**src/rtl/coord_gen_pkg.sv**
```systemverilog
// Shared types, span constants and the elaboration-time zoom-to-step table
// function for coord_stream_gen.
package coord_gen_pkg;

    typedef enum logic [1:0] {
        IDLE,
        SETUP,
        RUN
    } coord_state_t;

    localparam int SPAN_RE_UNITS = 3;
    localparam int SPAN_IM_UNITS = 2;
    localparam int ZOOM_ENTRIES  = 32;

    typedef struct packed {
        longint step_re;
        longint step_im;
        longint half_w;
        longint half_h;
    } step_entry_t;

    // Reinterpret the low wl bits of v as a signed wl-bit word.
    function automatic longint wrap_word(longint v, int wl);
        int sh;
        sh = 64 - wl;
        return (v <<< sh) >>> sh;
    endfunction

    function automatic step_entry_t zoom_entry(int wl, int frac, int zoom, int sw, int sh);
        step_entry_t e;
        longint w;
        longint h;
        w = wrap_word(longint'(SPAN_RE_UNITS) <<< frac, wl) >>> zoom;
        h = wrap_word(longint'(SPAN_IM_UNITS) <<< frac, wl) >>> zoom;
        e.step_re = wrap_word(w / longint'(sw), wl);
        e.step_im = wrap_word(h / longint'(sh), wl);
        e.half_w  = w >>> 1;
        e.half_h  = h >>> 1;
        return e;
    endfunction

endpackage

```
**src/rtl/coord_step_rom.sv**
```systemverilog
// Constant table: clamped zoom -> per-pixel steps and half spans, built at elaboration.
module coord_step_rom
    import coord_gen_pkg::*;
#(
    parameter int WORD_LENGTH   = 32,
    parameter int FRAC          = 28,
    parameter int SCREEN_WIDTH  = 640,
    parameter int SCREEN_HEIGHT = 480
) (
    input  logic        [4:0]             zoom,
    output logic signed [WORD_LENGTH-1:0] step_re,
    output logic signed [WORD_LENGTH-1:0] step_im,
    output logic signed [WORD_LENGTH-1:0] half_w,
    output logic signed [WORD_LENGTH-1:0] half_h
);

    logic [ZOOM_ENTRIES-1:0][WORD_LENGTH-1:0] tab_step_re;
    logic [ZOOM_ENTRIES-1:0][WORD_LENGTH-1:0] tab_step_im;
    logic [ZOOM_ENTRIES-1:0][WORD_LENGTH-1:0] tab_half_w;
    logic [ZOOM_ENTRIES-1:0][WORD_LENGTH-1:0] tab_half_h;

    for (genvar z = 0; z < ZOOM_ENTRIES; z++) begin : g_tab
        localparam step_entry_t ENTRY = zoom_entry(WORD_LENGTH, FRAC, z, SCREEN_WIDTH, SCREEN_HEIGHT);
        assign tab_step_re[z] = WORD_LENGTH'(ENTRY.step_re);
        assign tab_step_im[z] = WORD_LENGTH'(ENTRY.step_im);
        assign tab_half_w[z]  = WORD_LENGTH'(ENTRY.half_w);
        assign tab_half_h[z]  = WORD_LENGTH'(ENTRY.half_h);
    end

    assign step_re = tab_step_re[zoom];
    assign step_im = tab_step_im[zoom];
    assign half_w  = tab_half_w[zoom];
    assign half_h  = tab_half_h[zoom];

endmodule

```
**src/rtl/coord_stream_gen.sv**
```systemverilog
// Streams per-pixel complex-plane coordinates, LANES pixels per beat, for one frame.
// Optional COORD_CONTINUOUS_EN: restart the next frame automatically after the last beat.
module coord_stream_gen
    import coord_gen_pkg::*;
#(
    parameter int WORD_LENGTH   = 32,
    parameter int FRAC          = 28,
    parameter int SCREEN_WIDTH  = 640,
    parameter int SCREEN_HEIGHT = 480,
    parameter int LANES         = 4
) (
    input  logic                                clk,
    input  logic                                rst,
    input  logic                                start,
    input  logic        [4:0]                   zoom,
    input  logic signed [WORD_LENGTH-1:0]       real_center,
    input  logic signed [WORD_LENGTH-1:0]       imag_center,
    output logic                                out_valid,
    input  logic                                out_ready,
    output logic        [10:0]                  out_x,
    output logic        [10:0]                  out_y,
    output logic        [LANES-1:0][WORD_LENGTH-1:0] out_re,
    output logic        [LANES-1:0][WORD_LENGTH-1:0] out_im,
    output logic                                out_sof,
    output logic                                out_eol,
    output logic                                out_eof,
    output logic                                busy
);

`ifdef COORD_CONTINUOUS_EN
    localparam bit CONTINUOUS = 1'b1;
`else
    localparam bit CONTINUOUS = 1'b0;
`endif

    coord_state_t state, state_next;

    logic        [4:0]             zoom_q;
    logic signed [WORD_LENGTH-1:0] rc_q, ic_q, real_min_q, imag_max_q, im_q;
    logic        [LANES-1:0][WORD_LENGTH-1:0] re_q, lane_start;
    logic        [10:0]            x_q, y_q;
    logic signed [WORD_LENGTH-1:0] step_re, step_im, half_w, half_h;
    logic signed [WORD_LENGTH-1:0] row_origin, lanes_step;
    logic                          accept, last_x, last_y, frame_done, relatch;

    coord_step_rom #(
        .WORD_LENGTH  (WORD_LENGTH),
        .FRAC         (FRAC),
        .SCREEN_WIDTH (SCREEN_WIDTH),
        .SCREEN_HEIGHT(SCREEN_HEIGHT)
    ) u_step_rom (
        .zoom   (zoom_q),
        .step_re(step_re),
        .step_im(step_im),
        .half_w (half_w),
        .half_h (half_h)
    );

    assign accept     = out_valid && out_ready;
    assign last_x     = (x_q == 11'(SCREEN_WIDTH - LANES));
    assign last_y     = (y_q == 11'(SCREEN_HEIGHT - 1));
    assign frame_done = accept && last_x && last_y;
    assign relatch    = ((state == IDLE) && start) || (CONTINUOUS && frame_done);

    always_ff @(posedge clk) begin
        if (rst) state <= IDLE;
        else     state <= state_next;
    end

    always_comb begin
        state_next = state;
        unique case (state)
            IDLE:    if (start) state_next = SETUP;
            SETUP:   state_next = RUN;
            RUN:     if (frame_done) state_next = CONTINUOUS ? SETUP : IDLE;
            default: state_next = IDLE;
        endcase
    end

    always_comb begin
        out_valid = (state == RUN);
        busy      = (state != IDLE);
        out_sof   = out_valid && (x_q == '0) && (y_q == '0);
        out_eol   = out_valid && last_x;
        out_eof   = out_valid && last_x && last_y;
    end

    // Line starts reuse the SETUP-time origin, so each lane is real_min + k*step by adds only.
    always_comb begin
        lane_start = '0;
        lanes_step = '0;
        row_origin = (state == SETUP) ? rc_q - half_w : real_min_q;
        lane_start[0] = row_origin;
        for (int unsigned k = 1; k < LANES; k++)
            lane_start[k] = lane_start[k-1] + step_re;
        for (int unsigned k = 0; k < LANES; k++)
            lanes_step = lanes_step + step_re;
    end

    always_ff @(posedge clk) begin
        if (rst) begin
            zoom_q     <= '0;
            rc_q       <= '0;
            ic_q       <= '0;
            real_min_q <= '0;
            imag_max_q <= '0;
            re_q       <= '0;
            im_q       <= '0;
            x_q        <= '0;
            y_q        <= '0;
        end else begin
            if (relatch) begin
                zoom_q <= (int'(zoom) > FRAC) ? 5'(FRAC) : zoom;
                rc_q   <= real_center;
                ic_q   <= imag_center;
            end
            if (state == SETUP) begin
                real_min_q <= row_origin;
                imag_max_q <= ic_q + half_h;
                re_q       <= lane_start;
                im_q       <= ic_q + half_h;
                x_q        <= '0;
                y_q        <= '0;
            end else if (accept) begin
                if (last_x) begin
                    x_q  <= '0;
                    y_q  <= y_q + 11'd1;
                    re_q <= lane_start;
                    im_q <= im_q - step_im;
                end else begin
                    x_q <= x_q + 11'(LANES);
                    for (int unsigned k = 0; k < LANES; k++)
                        re_q[k] <= re_q[k] + lanes_step;
                end
            end
        end
    end

    assign out_x = x_q;
    assign out_y = y_q;
    assign out_re = re_q;
    always_comb begin
        out_im = '0;
        for (int unsigned k = 0; k < LANES; k++)
            out_im[k] = im_q;
    end

endmodule
```
**config.mk**
```make
export PLATFORM = sky130hd
export DESIGN_NAME = coord_stream_gen
export DESIGN_NICKNAME = d
export VERILOG_FILES = /design/src/rtl/coord_gen_pkg.sv /design/src/rtl/coord_step_rom.sv /design/src/rtl/coord_stream_gen.sv
export SDC_FILE = /design/constraint.sdc
export NUM_CORES = 1
export LEC_CHECK = 0
export CAP_MARGIN = 20
export CELL_PAD_IN_SITES_DETAIL_PLACEMENT = 2
export CELL_PAD_IN_SITES_GLOBAL_PLACEMENT = 2
export CORE_MARGIN = 5
export CORE_UTILIZATION = 33
export DETAILED_ROUTE_END_ITERATION = 6
export PLACE_DENSITY_LB_ADDON = 0.1
export SLEW_MARGIN = 20
export SYNTH_ARGS = -nofsm -noshare
export SYNTH_HDL_FRONTEND = slang
export SYNTH_HIERARCHICAL = 1
export SYNTH_SLANG_ARGS = --single-unit
```
**constraint.sdc**
```tcl
create_clock -name clk -period 10.4 [get_ports clk]
set_input_delay 3.12 -clock clk [delete_from_list [all_inputs] [get_ports clk]]
set_output_delay 3.12 -clock clk [all_outputs]
set_load 0.02 [all_outputs]
```
==> impl_metrics.py <==
metrics = {
    "status": {
        "status": "finished, final reports clean",
    },
    "setup_path": {
        "endpoint_kind": "flop",
        "startpoint_type": "flop",
        "max_stage_delay_ps": 470,
        "cp_max_fo": 9,
        "startpoint": "zoom_q[0]",
        "timing.rr.start": "zoom_q[0]",
        "r2r_slack_ps": 880,
        "slowest_stage": "ha_1",
        "crit_path_end": "out_re[127]",
        "path_class": "flop to flop",
        "worstPathArrival_ps": 9990,
        "critPathMostFrequentCell": "ha_1",
        "reg2reg_depth": 42,
        "required_ps": 10860,
        "r2r-end": "out_re[127]",
    },
    "clock_network": {
        "cts_max_path_buffers": 3,
        "cts_tree": "done",
        "cts_hold_buffers": 0,
        "htreeDepth": 2,
        "cts_buffers": 41,
        "cts_sinks": 282,
        "cts_setup_buffers": 0,
        "cts_root_buf": "clkbuf_16",
        "worst_skew_pair.late_latency_ps": 590,
        "clk_pin_slew_ps": 60,
    },
    "floorplan": {
        "io_pins": 356,
        "dieHeight_um": 302,
        "die_w_um": 302,
        "rows": 107,
        "die-area_sq_mm": 0.0909,
        "core-area_sq_mm": 0.0847,
        "start_util": 0.331,
    },
    "place": {
        "dpl.cell_count": 5090,
        "place_congestion": 0.873,
        "hpwl_um": 90700,
        "portBuffers": 353,
    },
    "sta": {
        "final-setup-viol-count": 0,
        "max_freq_mhz": 105,
        "slew_violations": 0,
        "fin_hold_ws_ps": 461,
        "finClkSkew_ps": 27.9,
        "min_period_ps": 9520,
        "worst_pin_slew_ps": 1100,
        "finalCritPeriodShare": 0.916,
        "grt_setup_unrepaired": "false",
        "finalHoldViolCount": 0,
        "setup_tns_ps": 0,
        "slew_headroom": 0.245,
    },
    "synthesis": {
        "seq_area_frac_synth": 0.201,
        "yosys_warnings": 6,
        "synth-main-ff-cell": "dfxtp_1",
        "netlist_instances": 3799,
        "synth_edf_count": 0,
        "yosysUniqueCellTypes": 86,
        "syn_avg_cell_area_sq_um": 7.38,
        "async_reset_ff_frac": 0,
        "synth-seq-cells": 282,
        "synth_area_sq_mm": 0.0280,
    },
    "power": {
        "switchingPower_w": 0.00283,
        "finalPower_w": 0.00641,
        "swShare": 0.441,
        "p_leak_nw": 14.1,
        "seq_power_share": 0.202,
        "comb_power_share": 0.553,
        "clockPowerShare": 0.244,
        "p_int_w": 0.00358,
        "peakVddDrop_mv": 0.129,
        "p_per_area_mw_per_mm2": 192,
    },
    "cells_and_area": {
        "drive_above_1_share": 0.0438,
        "seq_area_sq_mm": 0.00565,
        "instances_no_fill": 5166,
        "nNetsFinal": 4395,
        "multiInputGateArea_sq_mm": 0.0204,
        "area_delta_synth_final_pct": 19.3,
        "n_fill_cell": 9905,
    },
    "detailed_routing": {
        "dr_total_vias": 28449,
        "dr.pass1.iters": 5,
        "drtIter0Drc": 1214,
        "route.detailed.drc": 0,
        "wl_per_cell_um": 23.0,
        "routed_wl_um": 119000,
        "drtAntennaViolNets": 0,
        "vias_per_cell": 5.51,
    },
    "run": {
        "maxCapViolCount": 0,
    },
    "grt": {
        "grt_max_degree": 111,
        "antenna_found_initial": 1,
        "track_usage": 0.251,
        "gr-total-overflow": 0,
        "grt_pass1_vias": 29837,
        "grt_pass1_wl_um": 181000,
    },
    "hold_path": {
        "hold_class": "flop to flop",
    },
}
cells in the mapped netlist, types with 7 or more instances:
cell type  count  area, sq um
xnor2_1      154         1350
nor3b_1        8         60.1
and4_1         7         61.3
nor2_1       395         1480
nand3b_1      12         90.1
o21ai_0      194          971
ha_1         323         4040
a211oi_1      97          728
nand3_1       67          335
clkbuf_1     122          458
a311oi_1      28          245
o31a_1         7         61.3
nor4_1        14         87.6
nand4_1       25          156
and2_1        47          294
a21oi_1      380         1900
inv_1        156          586
and3_1        30          188
nand2_1      417         1570
buf_2         10         50.1
a31oi_1       32          200
nand2b_1      51          319
a221oi_1      14          123
buf_1         16         60.1
o31ai_1       16          120
a21boi_0      21          158
buf_4        137         1030
nor2b_1       51          319
a311o_1        7         70.1
a2111oi_0     16          140
a21o_1       130          976
o22ai_1       25          156
o21bai_1      26          195
o21a_1        70          526
or2_2         10         62.6
nor3_1       106          531
fa_1          10          200
dfxtp_1      282         5650
o211ai_1      35          263
a211o_1        9         78.8
or3_1         22          138
a31o_2         7         61.3
mux2i_1        9         90.1
xor2_1        98          858
worst min path at each step:
stage,start,end,slack [ps],cells past startpoint
floorplan,real_min_q[22],real_min_q[22],440,2
global placement,out_re[64],out_re[64],450,2
detailed placement,out_re[64],out_re[64],460,2
CTS,out_re[64],out_re[64],470,2
global route,rc_q[28],rc_q[28],490,2
finish,out_re[64],out_re[64],460,2
registers in the layout (all words and copies together), names as in the netlist:
| signal | count |
|---|---|
| out_re | 127 |
| ic_q | 32 |
| im_q | 32 |
| rc_q | 32 |
| real_min_q | 32 |
| out_y | 11 |
| out_x | 9 |
| zoom_q | 5 |
| state | 2 |
repair_timing:
item / in CTS / in global routing
setup endpoints to repair: 0 / 8
gates resized for setup: 0 / 6
hold endpoints to repair: 0 / 0
cells in the final DEF, fill, tap and decap left out, types with 25 or more instances in the layout:
cell and instances:
nand3_1 67, a21oi_1 380, o21a_1 70, nand2b_1 50, ha_1 323, o21bai_1 26
inv_1 156, dfxtp_1 282, o211ai_1 35, clkbuf_16 43, buf_4 54, nor2_1 391
clkdlybuf4s50_1 352, nand2_1 413, and3_1 30, a31oi_1 32, nand4_1 25, nor2b_1 50
xnor2_1 154, a21o_1 130, a311oi_1 28, conb_1 30, a211oi_1 97, and2_1 45
o21ai_0 193, xor2_1 98, o22ai_1 25, nor3_1 106
power groups by stage:
stage | sequential (W) | clock [W] | combinational [W]
after global placement | 0.00132 | 0 | 0.00341
final | 0.00130 | 0.00157 | 0.00355
after CTS | 0.00130 | 0.00162 | 0.00351
after detailed placement | 0.00132 | 0 | 0.00348
after floorplan | 0.00136 | 0 | 0.00243
after global routing | 0.00131 | 0.00165 | 0.00390
cell families after synthesis:
kind of cell	after synthesis	share of synthesized area
buffers and inverters	444	0.0790
muxes	12	0.00442
xor gates and xnor gates	253	0.0795
AOI/OAI and AO/OA	1196	0.277
and+or+nand+nor	1277	0.207
adders and majority gates	333	0.151
other	2	0.000268
DFF	282	0.201
stage by stage:
| step | cell area [sq um] | utilization | setup slack [ps] |
|---|---|---|---|
| 3_3_place_gp | 32000 | 0.377 | 950 |
| 3_5_place_dp | 32000 | 0.377 | 482 |
| 5_1_grt | 33400 | 0.395 | 68.7 |
| 2_1_floorplan | 28200 | - | 1810 |
| 6_report | 33500 | 0.395 | 877 |
| 4_1_cts | 33400 | 0.395 | 327 |
routing by layer:
| layer | track usage | vias up | share of wire | routed length (um) |
|---|---|---|---|---|
| li1 | - | 13870 | - | - |
| met1 | 0.348 | 14097 | 0.49 | 57700 |
| met2 | 0.425 | 392 | 0.46 | 54900 |
| met3 | 0.0314 | 90 | 0.037 | 4340 |
| met4 | 0.0424 | 0 | 0.016 | 1920 |
| met5 | 0 | - | 0 | 0 |
worst max-delay path, delay by kind of cell, from the launching register on:
kind	cells	cell delay (ps)
xor gates and xnor gates	3	590
muxes	1	70
adders and majority gates	5	1700
buffers and inverters	2	200
AOI/OAI and AO/OA	18	4130
and+or+nand+nor	13	2240
DFF	1	450
layout make-up:
cell class                 count  share of cell area
sequential                   282               0.169
multi-input combinational   3101               0.609
antenna                        1           0.0000748
clock buffer                  60              0.0380
inverter                     156              0.0175
tap                         1144              0.0428
clock inverter                15             0.00617
timing repair buffer         407               0.118
(Power assumes the default switching activity.)
